## config.mk

```make
export PLATFORM = sky130hd
export DESIGN_NAME = load_writeback_unit
export DESIGN_NICKNAME = d
export VERILOG_FILES = /design/src/rtl/load_writeback_unit.sv
export SDC_FILE = /design/constraint.sdc
export NUM_CORES = 1
export LEC_CHECK = 0
export BUFFER_PORTS_ARGS = -buffer_cell sky130_fd_sc_hd__buf_2
export CAP_MARGIN = 10
export CORE_MARGIN = 2
export CORE_UTILIZATION = 44
export CTS_BUF_LIST = sky130_fd_sc_hd__clkbuf_16
export CTS_CLUSTER_DIAMETER = 200
export DETAILED_ROUTE_END_ITERATION = 12
export PLACE_DENSITY = 0.75
export SYNTH_ARGS = -nofsm -noshare
export SYNTH_HDL_FRONTEND = slang
export SYNTH_SLANG_ARGS = --single-unit
export TNS_END_PERCENT = 20
```

## constraint.sdc

```tcl
create_clock -name CLK -period 1.7 [get_ports CLK]
set_input_delay 0.34 -clock CLK [delete_from_list [all_inputs] [get_ports CLK]]
set_output_delay 0.34 -clock CLK [all_outputs]
set_load 0.05 [all_outputs]
```

## src/rtl/load_writeback_unit.sv

```systemverilog
// rtl/load_writeback_unit.sv - RV32I load unit: word read handshake, align/extend, register-file writeback
module load_writeback_unit #(
    parameter int TIMEOUT = 255,
    parameter int CNT_W   = 8
) (
    input  logic        CLK,
    input  logic        RST,
    input  logic        CE,
    input  logic        START,
    input  logic [31:0] ADDR,
    input  logic [2:0]  FUNCT3,
    input  logic [4:0]  RD,
    output logic        MEM_REQ,
    output logic [31:0] MEM_ADDR,
    input  logic        MEM_READY,
    input  logic        MEM_VALID,
    input  logic [31:0] MEM_RDATA,
    output logic [4:0]  AW,
    output logic [31:0] D,
    output logic        WE,
    output logic        BUSY,
    output logic        ERR
);

    typedef enum logic [1:0] {
        S_IDLE = 2'd0,
        S_REQ  = 2'd1,
        S_WAIT = 2'd2,
        S_WB   = 2'd3
    } state_t;

    state_t             state, state_n;
    logic [2:0]         f3_q, f3_n;
    logic [1:0]         off_q, off_n;
    logic [4:0]         rd_q, rd_n;
    logic [CNT_W-1:0]   cnt, cnt_n;
    logic               req_n, we_n, err_n;
    logic [31:0]        maddr_n, d_n;
    logic [4:0]         aw_n;

    logic               illegal, misaligned;
    logic [7:0]         byte_sel;
    logic [15:0]        half_sel;
    logic [31:0]        ext_data;

    assign BUSY = (state != S_IDLE);

    always_comb begin
        illegal    = !(FUNCT3 inside {3'b000, 3'b001, 3'b010, 3'b100, 3'b101});
        misaligned = ((FUNCT3[1:0] == 2'b01) && ADDR[0]) ||
                     ((FUNCT3 == 3'b010) && (ADDR[1:0] != 2'b00));
    end

    // Lane selection uses the offset latched at issue, not the live ADDR.
    always_comb begin
        byte_sel = MEM_RDATA[{off_q, 3'b000} +: 8];
        half_sel = off_q[1] ? MEM_RDATA[31:16] : MEM_RDATA[15:0];
        case (f3_q)
            3'b000:  ext_data = {{24{byte_sel[7]}}, byte_sel};
            3'b001:  ext_data = {{16{half_sel[15]}}, half_sel};
            3'b100:  ext_data = {24'd0, byte_sel};
            3'b101:  ext_data = {16'd0, half_sel};
            default: ext_data = MEM_RDATA;
        endcase
    end

    always_comb begin
        state_n = state;
        f3_n    = f3_q;
        off_n   = off_q;
        rd_n    = rd_q;
        cnt_n   = cnt;
        req_n   = MEM_REQ;
        maddr_n = MEM_ADDR;
        aw_n    = AW;
        d_n     = D;
        we_n    = 1'b0;
        err_n   = 1'b0;
        case (state)
            S_IDLE: begin
                if (START) begin
                    if (illegal || misaligned) begin
                        err_n = 1'b1;
                    end else begin
                        f3_n    = FUNCT3;
                        off_n   = ADDR[1:0];
                        rd_n    = RD;
                        maddr_n = {ADDR[31:2], 2'b00};
                        req_n   = 1'b1;
                        state_n = S_REQ;
                    end
                end
            end
            S_REQ: begin
                if (MEM_READY) begin
                    req_n   = 1'b0;
                    cnt_n   = '0;
                    state_n = S_WAIT;
                end
            end
            S_WAIT: begin
                if (MEM_VALID) begin
                    d_n     = ext_data;
                    aw_n    = rd_q;
                    we_n    = (rd_q != 5'd0);
                    state_n = S_WB;
                end else if (cnt == CNT_W'(TIMEOUT - 1)) begin
                    err_n   = 1'b1;
                    state_n = S_IDLE;
                end else begin
                    cnt_n = cnt + 1'b1;
                end
            end
            default: begin
                state_n = S_IDLE;
            end
        endcase
    end

    always_ff @(posedge CLK) begin
        if (RST) begin
            state    <= S_IDLE;
            f3_q     <= 3'd0;
            off_q    <= 2'd0;
            rd_q     <= 5'd0;
            cnt      <= '0;
            MEM_REQ  <= 1'b0;
            MEM_ADDR <= 32'd0;
            AW       <= 5'd0;
            D        <= 32'd0;
            WE       <= 1'b0;
            ERR      <= 1'b0;
        end else if (CE) begin
            state    <= state_n;
            f3_q     <= f3_n;
            off_q    <= off_n;
            rd_q     <= rd_n;
            cnt      <= cnt_n;
            MEM_REQ  <= req_n;
            MEM_ADDR <= maddr_n;
            AW       <= aw_n;
            D        <= d_n;
            WE       <= we_n;
            ERR      <= err_n;
        end
    end

endmodule

```

==> impl_results.md, run 1 <==
- Status: finished, final reports clean
- Seq cells post-synth: 90
- CP peak stage delay: 510 ps
- Vias in the first global route: 3674
- Synth-to-Final Area Change: 30.27%
- Final HPWL DP: slightly above 8 mm
- Post-Syn Area: between 4000 and 5000 sq um
- Clock Pin Slew Worst Setup and Hold Paths: approximately 70 ps
- First drt pass iteration count: 5
- Pin count of the biggest net entering global routing: 39
- Initial Util: ~45%
- GR Util met2: a little over a third
- Sink Count: 90
- Clock Tree Buf Depth: 2
- Crit path launch type: register
- Multiplexer share of the synthesized area: 13.64%
- Placer Congestion: just under 1
- Core area: approximately 9100 sq um
- Fin. max-slew vios: 0
- DRT Wirelength: 10.83 mm
- Synth cell types: 50
- DRC viols: 0
- Main combinational cell family by area after synthesis: simple AND/OR/NAND/NOR gates
- Worst slew pin tran: 535.0 ps
- Via density per instance: between 5 and 6
- Post-synthesis cell count: between 400 and 500
- Setup crit end kind: register
- Via count: around 3900
- Final layout net count: approximately 680
- VDD IR-drop max: 0.4960 mV
- PortBufs: 148
- Commonest cells after routing, fill and taps aside: 148 x buf_2, 88 x dfxtp_1, 64 x nor2_1
- CTS tree: yes
- Fmax: just over 600 MHz
- Final Hold Fails: 0
- Number of diodes: 0
- Final ANT Viol Nets: 0
- Initial antenna violation count: 0
- Grt met1 use: a little over a quarter
- GR Util met3: under 10%
- Routed wire per std cell: between 15 and 20 um
- # Max-Cap Violations: 0
- Final setup fails: 0
- Post-route insts no fill: slightly above 700
- Clock Latency Late Sink: 330 ps
- Setup Crit Path Kind: register to register
- Resized cells post-CTS: 0
- Synth Area in Adders: less than 1%
- Syn Area/Cell: around 9 sq um
- Grt ovf: 0
- Fraction of final layout cells sized beyond drive strength 1: a little over a third
- Hold WS: around 240 ps
- Sequential-to-total area share from yosys stat: around 44%
- Compound-cell area share of the yosys netlist: ~15%
- Yosys synthesis warning count: 0
- Xor-xnor portion of the synthesized cell area: 0%
- CP Max Fanout: 6
- Number of synthesized flops with an enable pin: 0
- Period utilization: roughly 96%
- Die height: about 100 um
- Critical Path, Cell by Cell: inv_1 -> ha_1 -> nand3_2 -> nor3_2 -> buf_4 -> or4_1 -> a21boi_1
- Simple-gate share of the synthesized area: between 20% and 30%
- Num CTS Buffers: 9
- Skew final: between 5 and 6 ps
- Placed cells: around 700
- Leakage: about 0.0025 uW
- CP arrival: 1900 ps
- Root Driver: clkbuf_16
- Post-CTS Setup Repair Bufs: 0
- Num ports: 151
- Critical path data required time: 1970 ps
- Crit path time final: approximately 1600 ps
- Pwr per Cell Area: around 880 nW/um^2
- Grt peak-use layer: met2
- H-tree depth: 3
- FP Rows: 35
- Die Width: 100 um
- Asr flop ratio synth: 0%
- DIE AREA: 10000 sq um
- First-pass GRT wire length: 17.31 mm
- Critical Path Slowest Stage Cell: or4_1
- CTS hold repair buffers: 0
- Max transition margin: about 64%
- Main flop type after synthesis: dfxtp_1
- Hold Crit Class: input pin to register
- First-iteration detailed-routing DRC count: roughly 250
- Commonest non-fill, non-tap cell in the layout: buf_2
- Gr usage total: between 20% and 30%
==> cell usage after synthesis (all sizes together) (3+ instances only) <==
cell type | instances | area share (%)
or4 | 5 | 1.0
buf | 18 | 2.9
a21oi | 21 | 2.7
a311oi | 7 | 1.5
nor2 | 64 | 5.9
nor3 | 7 | 0.99
a211oi | 18 | 3.3
o21ai | 12 | 1.6
nand2 | 54 | 5.0
clkbuf | 19 | 1.8
nand3 | 7 | 0.86
o31ai | 11 | 2.0
a221oi | 8 | 1.7
dfxtp | 90 | 44
nand3b | 14 | 2.6
nand2b | 3 | 0.46
mux2i | 53 | 13
inv | 6 | 0.56
or3 | 6 | 1.0
==> kinds of logic after synthesis <==
group / count (synthesis)
compound gates: 86
flops: 90
fa+ha+maj: 2
mux: 54
other cells: 1
simple gates: 176
buf+inv: 43
==> metal layers <==
layer	part of all wire, %	wire length [um]	vias to the layer above
li1	-	-	1903
met1	43	4695	1786
met2	47	5094	166
met3	7.6	820	23
met4	2.0	214	0
met5	0	0	-
==> final timing paths <==
path	cells past startpoint	end	startpoint	slack [ps]
setup reg to reg	7	cnt[4]$_SDFFE_PP0P_	cnt[0]$_SDFFE_PP0P_	70
hold reg to reg	2	AW[1]$_SDFFE_PP0P_	AW[1]$_SDFFE_PP0P_	450
setup / recovery	7	cnt[4]$_SDFFE_PP0P_	cnt[0]$_SDFFE_PP0P_	70
hold / removal	3	MEM_ADDR[20]$_SDFFE_PP0P_	ADDR[20]	240
==> final cells by class <==
| class | count | area, sq um |
|---|---|---|
| flip-flops and latches | 90 | 1804 |
| inverters | 6 | 22.52 |
| fillers | 864 | 3826 |
| clock inverters | 7 | 53.80 |
| multi-input cells | 320 | 2069 |
| clock buffers | 9 | 225.2 |
| well taps | 111 | 138.9 |
| repair buffers | 175 | 968.4 |
==> per-stage QoR <==
step                util, %  cell area (sq um)  setup TNS, ps  power [uW]  setup WS (ps)
floorplan                 -               4059              0        2601          91.48
global placement      54.77               4989              0        2798          140.4
detailed placement    54.77               4989              0        2812          46.91
CTS                   57.83               5268              0        4661          40.71
global route          57.99               5283         -20.67        4813         -13.43
finish                57.99               5283              0        4624          70.16
==> where the power goes <==
group	internal, uW	switching (uW)
Clock	1000	851
Sequential	2150	31.4
Combinational	217	368
==> registers in the layout, indices dropped and copies added (netlist names), 2 cells and up <==
signal / flops
cnt: 8
state: 2
f3_q: 3
AW: 5
rd_q: 5
MEM_ADDR: 30
off_q: 2
D: 32
==> worst max-delay path, delay by kind of cell (launching register included) <==
family | cells | cell delay (ps)
compound gates | 1 | 150
fa+ha+maj | 1 | 200
buf+inv | 2 | 220
flops | 1 | 340
simple gates | 3 | 660
Note: power is estimated with default switching activity, not from simulation.
==> run 2, diff against run 1 <==
--- a/config.mk
+++ b/config.mk
@@ -5,14 +5,15 @@
 export SDC_FILE = /design/constraint.sdc
 export NUM_CORES = 1
 export LEC_CHECK = 0
+export ABC_AREA = 1
 export BUFFER_PORTS_ARGS = -buffer_cell sky130_fd_sc_hd__buf_2
 export CAP_MARGIN = 10
 export CORE_MARGIN = 2
-export CORE_UTILIZATION = 44
+export CORE_UTILIZATION = 46
 export CTS_BUF_LIST = sky130_fd_sc_hd__clkbuf_16
 export CTS_CLUSTER_DIAMETER = 200
 export DETAILED_ROUTE_END_ITERATION = 12
-export PLACE_DENSITY = 0.75
+export PLACE_DENSITY = 0.77
 export SYNTH_ARGS = -nofsm -noshare
 export SYNTH_HDL_FRONTEND = slang
 export SYNTH_SLANG_ARGS = --single-unit
==> run 2 against run 1 <==
Highest routed layer unchanged. Setup slack improved by 59 ps. Sequential power grew 5%. Global-route usage rose by 1.1 points. Synthesized cell count grew 48%. Die area up 4.7%. Sequential share of layout area fell by 1.7 points. Final cell count up 30%. Wire length up 9.9%. Largest cell class unchanged. Count of clock-buffer cells in the layout did not move. Via count grew 18%. Critical path depth fell by 4. Flip-flop and latch count stayed put.
==> impl_results.md, run 2 <==
- Num CTS Buffers: 9 (unchanged)
- First-pass GRT wire length: 18.96 mm (+9.5%)
- Placed cell areas: 5244 sq um (+5.1%)
- Routed wire per std cell: 12.73 um (-16%)
- Gr usage total: 22.45% (+1.1 points)
- Final HPWL DP: 8.721 mm (+7.3%)
- Critical path data required time: 1360 ps (-610 ps)
- Post-synthesis cell count: 668 (+48%)
- Fraction of final layout cells sized beyond drive strength 1: 24.07% (-11 points)
- Synth cell types: 27 (-46%)
- Final Hold Fails: 0 (unchanged)
- Placed cells: 919 (+31%)
- Grt met1 use: 30.29% (+2.8 points)
- Setup crit end kind: output port
- Total Power: 5367 uW (+16%)
- Hold WS: 270.8 ps (+35.30 ps)
- # Max-Cap Violations: 0 (unchanged)
- Reg power frac: 42.5% (-4.8 points)
- Die Width: 102.3 um (+2.3%)
- Post-Syn Area: 4449 sq um (+9.7%)
- Leakage: 0.002850 uW (+12%)
- Num ports: 151 (unchanged)
- Grt peak-use layer: met2
- Leading area contributor after synthesis: dfxtp_1
- Post-route insts no fill: 935 (+30%)
- Comb pwr share: 21.0% (+8.4 points)
- DRT Wirelength: 11.90 mm (+9.9%)
- Grt ovf: 0 (unchanged)
- Period utilization: 92.41% (-3.5 points)
- Top-count cell post-synth: nand2_1
- Skew final: 8.201 ps (+2.574 ps)
- Hold Crit Class: input pin to register
- H-tree depth: 3 (unchanged)
- VDD IR-drop max: 0.5231 mV (+5.5%)
- First drt pass iteration count: 5 (unchanged)
- Asr flop ratio synth: 0% (unchanged)
- Number of diodes: 0 (unchanged)
- Initial antenna violation count: 0 (unchanged)
- DRC viols: 0 (unchanged)
- Pwr per Cell Area: 967.5 nW/um^2 (+11%)
- Number of synthesized flops with an enable pin: 0 (unchanged)
- DIE AREA: 10470 sq um (+4.7%)
- Largest reg by FF count: D
- Sw Pwr: 1807 uW (+45%)
- Die height: 102.3 um (+2.3%)
- Syn Area/Cell: 6.661 sq um (-26%)
- Core area: 9328 sq um (+2.4%)
- Net Sw Frac: 33.67% (+6.6 points)
- First-iteration detailed-routing DRC count: 288 (+16%)
- Via density per instance: 4.887 (-9.5%)
- Final setup fails: 0 (unchanged)
- Final ANT Viol Nets: 0 (unchanged)
- CTS hold repair buffers: 0 (unchanged)
- Most frequent cells after synthesis: 122 x nand2_1, 110 x inv_1, 90 x dfxtp_1
- Yosys synthesis warning count: 0 (unchanged)
- P_int: 3560 uW (+5.5%)
- Commonest cells after routing, fill and taps aside: 148 x buf_2, 122 x nand2_1, 110 x inv_1
- PortBufs: 148 (unchanged)
- Setup Crit Path Kind: register to output port
- Initial Util: 47.70% (+3.2 points)
- Sink Count: 90 (unchanged)
- GR Util met2: 36.44% (+1.6 points)
- Placer Congestion: 0.9038 (-6.0%)
- Main flop type after synthesis: dfxtp_1
- Commonest non-fill, non-tap cell in the layout: buf_2
- Via count: 4569 (+18%)
- RSZ-0062 raised after global routing: false
- Sequential-to-total area share from yosys stat: 40.49% (-3.9 points)
- CTS tree: yes
- Fin. max-slew vios: 0 (unchanged)
- Post-CTS Setup Repair Bufs: 0 (unchanged)
- Clock Tree Buf Depth: 2 (unchanged)
- Finished Cell Area: 5548 sq um (+5.0%)
- Clock Power Share: 36.4% (-3.7 points)
- Crit path time final: 1571 ps (-58.86 ps)
- Synth-to-Final Area Change: 24.69%
- Final layout net count: 881 (+29%)
- Largest registers: D (32), MEM_ADDR (30), cnt (8)
- Status: finished, final reports clean
- Sum of negative setup slack: 0 ps (unchanged)
- Crit path launch type: register
- Synth area leaders: dfxtp_1 40%, nand2_1 10%, inv_1 9.3%, o21ai_0 8.9%, a21oi_1 7.1%
- Clock Pin Slew Worst Setup and Hold Paths: 80 ps (about the same)
- FP Rows: 35 (unchanged)
- CP arrival: 1230 ps (-670 ps)
- GR Util met3: 4.172% (-0.91 points)
- Clock Latency Late Sink: 340 ps (about the same)
- Synth top area share: 40.49% (-3.9 points)
- CP Max Fanout: 5 (-1)
- Vias in the first global route: 4061 (+11%)
- Root Driver: clkbuf_16
- Seq cells post-synth: 90 (unchanged)
- Fmax: 636.5 MHz (+3.7%)
- Pin count of the biggest net entering global routing: 81 (+110%)
- Max reg flops: 32 (unchanged)
## run 2: cell types whose count changed after synthesis, moves of 11 or more
cell      before  now
nand3b_1      14    0
a211oi_1      18    1
inv_1          6  110
mux2i_1       53    0
nand2_1       54  122
a21oi_1       20   63
nand3_1        7   31
o21ai_0       10   79
o21ai_1        1   31
o31ai_1       11    0
## run 2: stage by stage
step	setup slack, ps	util [%]
CTS	117.4	59.40
global placement	208.5	56.22
detailed placement	159.1	56.22
finish	129.0	59.48
floorplan	309.2	-
global route	36.85	59.48
## run 2: final cells by class
cell class                 count  area, sq um
timing repair buffer         155        830.8
multi-input combinational    428         2016
clock inverter                 7        71.32
clock buffer                   9        225.2
sequential                    90         1802
inverter                     117        441.7
fill                         895         3780
tap                          129        161.4
## run 2: kinds of logic (layout without fill, tap and decap cells)
family / count (synthesis) / count (layout) / synth area share, %
buf+inv: 151 / 288 / 14.57
flops: 90 / 90 / 40.49
other cells: 1 / 2 / 0.08428
compound gates: 184 / 184 / 21.29
simple gates: 237 / 237 / 22.41
fa+ha+maj: 2 / 2 / 0.5623
xor+xnor: 3 / 3 / 0.5907
## run 2: repair_timing
action,CTS,global route
endpoints found under the setup margin,0,17
resized for setup,0,2
endpoints found under the hold margin,0,0
## run 2: critical path, stage by stage, from the launching register on
cell and delay [ps]:
dfxtp_1 450, nor2_2 90, inv_2 80, buf_2 270
## run 2: layer usage
metal	routed length [um]	part of all wire, %
met5	0	0
met4	193	1.6
met2	5615	47
met3	678	5.7
met1	5414	45
## run 2: worst paths after layout
check / start / to / slack [ps] / cells past startpoint
setup / recovery: state[1]$_SDFFE_PP0P_ / BUSY / 130 / 3
hold / removal: ADDR[8] / MEM_ADDR[8]$_SDFFE_PP0P_ / 270 / 3
setup reg to reg: off_q[1]$_SDFFE_PP0P_ / D[11]$_SDFFE_PP0P_ / 150 / 8
hold reg to reg: MEM_ADDR[30]$_SDFFE_PP0P_ / MEM_ADDR[30]$_SDFFE_PP0P_ / 450 / 2
## run 2: power groups by stage
stage               Sequential [uW]  Clock (uW)  Combinational, uW
floorplan                      2600           0                535
global placement               2320           0               1100
detailed placement             2330           0               1120
CTS                            2280        1990               1120
global route                   2290        2090               1240
finish                         2280        1960               1130
